### src/rtl/cook_timer.sv
// MM:SS BCD countdown timer: keypad digit entry, 1 Hz countdown while mag_on, timer_done on 0:00.
// Optional +0:30 strobe input and adder are built only when COOK_TIMER_ADD30_EN is defined.
module cook_timer #(
  parameter int unsigned TICKS_PER_SEC = 100
) (
  input  logic       clk,
  input  logic       rst,
  input  logic       clearn,
  input  logic       digit_valid,
  input  logic [3:0] digit,
  input  logic       mag_on,
`ifdef COOK_TIMER_ADD30_EN
  input  logic       add30,
`endif
  output logic [3:0] min_tens,
  output logic [3:0] min_ones,
  output logic [3:0] sec_tens,
  output logic [3:0] sec_ones,
  output logic       timer_done,
  output logic [1:0] state
);

  localparam int unsigned PW = $clog2(TICKS_PER_SEC);

  typedef enum logic [1:0] {
    IDLE = 2'd0,
    SET  = 2'd1,
    RUN  = 2'd2,
    DONE = 2'd3
  } state_t;

  state_t          st_q;
  logic [PW-1:0]   presc;
  logic            is_zero;
  logic            tick;
  logic            entry;
  logic            entry_nonzero;
  logic [3:0]      d_mt, d_mo, d_st, d_so;
  logic            dec_zero;

  assign state         = st_q;
  assign is_zero       = ({min_tens, min_ones, sec_tens, sec_ones} == 16'h0000);
  assign tick          = mag_on && !is_zero && (presc == PW'(TICKS_PER_SEC - 1));
  assign entry         = digit_valid && !mag_on && (digit <= 4'd9);
  assign entry_nonzero = ({min_ones, sec_tens, sec_ones, digit} != 16'h0000);

  // BCD decrement with borrow chain; only used when the count is nonzero.
  always_comb begin
    d_mt = min_tens;
    d_mo = min_ones;
    d_st = sec_tens;
    d_so = sec_ones;
    if (sec_ones != 4'd0) begin
      d_so = sec_ones - 4'd1;
    end else begin
      d_so = 4'd9;
      if (sec_tens != 4'd0) begin
        d_st = sec_tens - 4'd1;
      end else begin
        d_st = 4'd5;
        if (min_ones != 4'd0) begin
          d_mo = min_ones - 4'd1;
        end else begin
          d_mo = 4'd9;
          d_mt = min_tens - 4'd1;
        end
      end
    end
    dec_zero = ({d_mt, d_mo, d_st, d_so} == 16'h0000);
  end

`ifdef COOK_TIMER_ADD30_EN
  logic [4:0] a_t;
  logic [4:0] a_mo_s;
  logic [4:0] a_mt_s;
  logic [1:0] a_c;
  logic [3:0] a_mt, a_mo, a_st, a_so;

  // Entered seconds tens may be up to 9, so +3 can need up to two minute carries.
  always_comb begin
    a_t    = {1'b0, sec_tens} + 5'd3;
    a_c    = 2'd0;
    if (a_t >= 5'd12) begin
      a_t = a_t - 5'd12;
      a_c = 2'd2;
    end else if (a_t >= 5'd6) begin
      a_t = a_t - 5'd6;
      a_c = 2'd1;
    end
    a_mo_s = {1'b0, min_ones} + {3'b000, a_c};
    a_mt_s = {1'b0, min_tens};
    if (a_mo_s > 5'd9) begin
      a_mo_s = a_mo_s - 5'd10;
      a_mt_s = a_mt_s + 5'd1;
    end
    if (a_mt_s > 5'd9) begin
      a_mt = 4'd9;
      a_mo = 4'd9;
      a_st = 4'd5;
      a_so = 4'd9;
    end else begin
      a_mt = a_mt_s[3:0];
      a_mo = a_mo_s[3:0];
      a_st = a_t[3:0];
      a_so = sec_ones;
    end
  end
`endif

  always_ff @(posedge clk) begin
    if (rst || !clearn) begin
      min_tens   <= '0;
      min_ones   <= '0;
      sec_tens   <= '0;
      sec_ones   <= '0;
      presc      <= '0;
      timer_done <= 1'b0;
      st_q       <= IDLE;
    end
`ifdef COOK_TIMER_ADD30_EN
    else if (add30) begin
      min_tens   <= a_mt;
      min_ones   <= a_mo;
      sec_tens   <= a_st;
      sec_ones   <= a_so;
      presc      <= '0;
      timer_done <= 1'b0;
      st_q       <= mag_on ? RUN : SET;
    end
`endif
    else if (entry) begin
      min_tens   <= min_ones;
      min_ones   <= sec_tens;
      sec_tens   <= sec_ones;
      sec_ones   <= digit;
      presc      <= '0;
      timer_done <= 1'b0;
      st_q       <= entry_nonzero ? SET : IDLE;
    end else if (mag_on && !is_zero) begin
      if (tick) begin
        presc    <= '0;
        min_tens <= d_mt;
        min_ones <= d_mo;
        sec_tens <= d_st;
        sec_ones <= d_so;
        if (dec_zero) begin
          timer_done <= 1'b1;
          st_q       <= DONE;
        end else begin
          st_q <= RUN;
        end
      end else begin
        presc <= presc + PW'(1);
        st_q  <= RUN;
      end
    end else if (!is_zero) begin
      // Paused with time remaining: prescaler holds so the partial second resumes.
      st_q <= SET;
    end
  end

endmodule

### config.mk
export PLATFORM = sky130hd
export DESIGN_NAME = cook_timer
export DESIGN_NICKNAME = d
export VERILOG_FILES = /design/src/rtl/cook_timer.sv
export SDC_FILE = /design/constraint.sdc
export NUM_CORES = 1
export LEC_CHECK = 0
export CELL_PAD_IN_SITES_DETAIL_PLACEMENT = 0
export CELL_PAD_IN_SITES_GLOBAL_PLACEMENT = 2
export CORE_UTILIZATION = 27
export CTS_CLUSTER_SIZE = 25
export DETAILED_ROUTE_END_ITERATION = 10
export HOLD_SLACK_MARGIN = 0.15
export PLACE_DENSITY = 0.75
export SLEW_MARGIN = 0
export SYNTH_ARGS = -nofsm -noshare
export SYNTH_HDL_FRONTEND = slang
export SYNTH_SLANG_ARGS = --single-unit
### constraint.sdc
create_clock -name clk -period 1.9 [get_ports clk]
set_input_delay 0.57 -clock clk [delete_from_list [all_inputs] [get_ports clk]]
set_output_delay 0.57 -clock clk [all_outputs]
set_load 0.02 [all_outputs]
==> flow_summary.yaml <==
clock_network:
  clkSlewWorstSetupHoldPaths_ns: 0.10
  cts_sinks: 26
  clkLatencyLatePin_ns: 0.28
  cts_buffers: 3
  cts_max_level: 1
  cts_tree: "built"
  clockBufferDepth: 2
  root_buffer: "clkbuf_8"
critical_path:
  crit_path_start_kind: "flop"
  crit_arrival_ns: 2.11
  criticalPathCategory: "flop to flop"
  crit_path_max_fanout: 3
  required_ns: 2.08
  rr_worst_depth: 5
  critPathCaptureType: "flop"
synth:
  ys_ff_latch: 26
  synth_area_leader_cell: "dfxtp_1"
  syn_nets: 209
  syn_inst: 197
  synth-async-reset-ratio: 0
  yosysUniqueCellTypes: 46
  synthesis.area_mm2: 0.001582
  ys.flop_type: "dfxtp_1"
  synth_area_leaders: "dfxtp_1, o21ai_0, nor2_1, nand4_1, nand2_1"
  synth-seq-area-share: 0.3291
  synth-edff-count: 0
  synth_top_area_frac: 0.3291
  yosysWarnings: 0
  syn_area_per_cell_um2: 8.028
grt:
  grt.overflow.total: 0
  grt_usage: 0.1807
  grt_pass1_vias: 1650
  grt_pass1_wl_um: 8583
  grt_antenna_before_repair: 0
  grt_start_max_net_pins: 15
routing:
  vias: 1785
  wl_um: 5357
  drt_iter0_drc: 125
  firstDrtPassIters: 4
  detail_route.wl_per_cell_um: 15.44
  drc: 0
  vias_per_cell: 5.144
  ant_nets: 0
timing:
  finalCritPeriodShare: 1.017
  fmax_mhz: 517.8
  slew_violations: 0
  clock_skew_ns: 0.01407
  setup_slack_ns: -0.03138
  finalHoldViolations: 0
  fin_setup_tns_ns: -0.03816
  tightest_slew_ns: 0.3740
  setup_viol: 2
  fin_crit_ns: 1.931
  maxSlewHeadroom: 0.7498
  rsz0062_at_grt: "yes"
floorplan:
  die_y_um: 78.54
  core_area_mm2: 0.005574
  dieArea_mm2: 0.006168
  ios: 28
  row_count: 27
  die_width_um: 78.54
  start_util: 0.2837
min_path:
  hp-class: "flop to flop"
  hold_path_depth: 2
final_layout:
  final_layout_size_suffix_gt1_frac: 0.3418
  area.growth.synth_to_final_pct: 57.99
  fin_util: 0.4483
  nNetsFinal: 288
  final_common_cell: "buf_4"
  n_antenna_cell: 0
  final_cells: 347
  layout_common_cells: "buf_4, nor2_1, dfxtp_1"
place:
  place.gp.congestion: 0.8273
  dp_hpwl_um: 4096
  portBuffers: 27
  pre_cts_slack_ns: -0.5383
  placedCellCount: 336
power:
  p_leak_nw: 1.035
  ir_worst_vdd_v: 0.0002679
  p_per_area_mw_per_mm2: 486.7
status:
  violations: "setup timing"
  status: "finished with violations"
job:
  drv_cap: 0
## Yosys cell counts, drive strengths merged (2+ instances only)
master / instances
nor2: 20
buf: 5
dfxtp: 26
o21ai: 20
nand4b: 2
and2: 3
mux2i: 3
inv: 2
nor2b: 3
a22oi: 2
o21a: 3
xor2: 4
nand4: 10
xnor2: 4
and3: 4
nand3: 3
clkbuf: 5
nor3: 12
nand2: 15
ha: 3
a211oi: 3
a21oi: 12
a31oi: 6
or4: 5
nor4: 8
## layout make-up
type / count / area (µm²)
fill: 591 / 3075
multi-input combinational: 159 / 1121
timing repair buffer: 84 / 695.7
sequential: 26 / 539.3
tap: 72 / 90.09
clock buffer: 4 / 45.04
inverter: 2 / 7.507
## layer usage
| layer | GRT usage | vias up | part of all wire |
|---|---|---|---|
| met5 | 0 | - | 0 |
| li1 | - | 894 | - |
| met1 | 0.2582 | 838 | 0.50 |
| met4 | 0.04444 | 0 | 0.0099 |
| met3 | 0.01977 | 6 | 0.036 |
| met2 | 0.2861 | 47 | 0.45 |
## worst max-delay path: stages, from the launching register on
cell and delay, ns:
dfxtp_2 0.34, or4_4 0.54, or4_4 0.54, nor3_4 0.15
mux2i_1 0.19, a21oi_1 0.07
## registers in the layout, summed over array words and instances, names as in the netlist
name and cells:
min_ones 4, min_tens 4, presc 7, sec_ones 4
sec_tens 4, state 2, timer_done 1
## cells by family (layout without fill, tap and decap cells)
kind of cell / count (synthesis) / count (layout) / synth area share
AOI/OAI and AO/OA: 52 / 52 / 0.1986
xor gates and xnor gates: 8 / 8 / 0.04430
adders and majority gates: 3 / 3 / 0.02374
buffers and inverters: 12 / 90 / 0.03640
DFF: 26 / 26 / 0.3291
muxes: 4 / 4 / 0.02611
and+or+nand+nor: 92 / 92 / 0.3418
## through the flow
stage / total power, mW / hold slack (ns) / cell area (µm²)
2_1_floorplan: 0.7174 / 0.4840 / 1610
3_3_place_gp: 0.8609 / 0.4674 / 2286
3_5_place_dp: 0.8569 / 0.4640 / 2286
4_1_cts: 1.208 / 0.4853 / 2439
5_1_grt: 1.268 / 0.4840 / 2499
6_report: 1.216 / 0.4676 / 2499
## worst paths after layout
kind / from / end / slack [ns]
hold reg to reg: timer_done / timer_done / 0.47
hold / removal: timer_done / timer_done / 0.47
setup / recovery: sec_tens[1] / min_ones[2] / -0.03
setup reg to reg: sec_tens[1] / min_ones[2] / -0.03
## timing repair
action	4_1_cts	5_1_grt
hold buffers	0	0
setup buffers	4	3
endpoints found under the setup margin	39	24
resized for setup	36	14
pin swaps	14	18
## where the power goes
| group | total (mW) | internal (mW) | switching [mW] |
|---|---|---|---|
| clock | 0.341 | 0.151 | 0.190 |
| sequential | 0.559 | 0.550 | 0.00819 |
| combinational | 0.317 | 0.146 | 0.170 |
| total | 1.22 | 0.847 | 0.369 |
(Power assumes the default switching activity.)
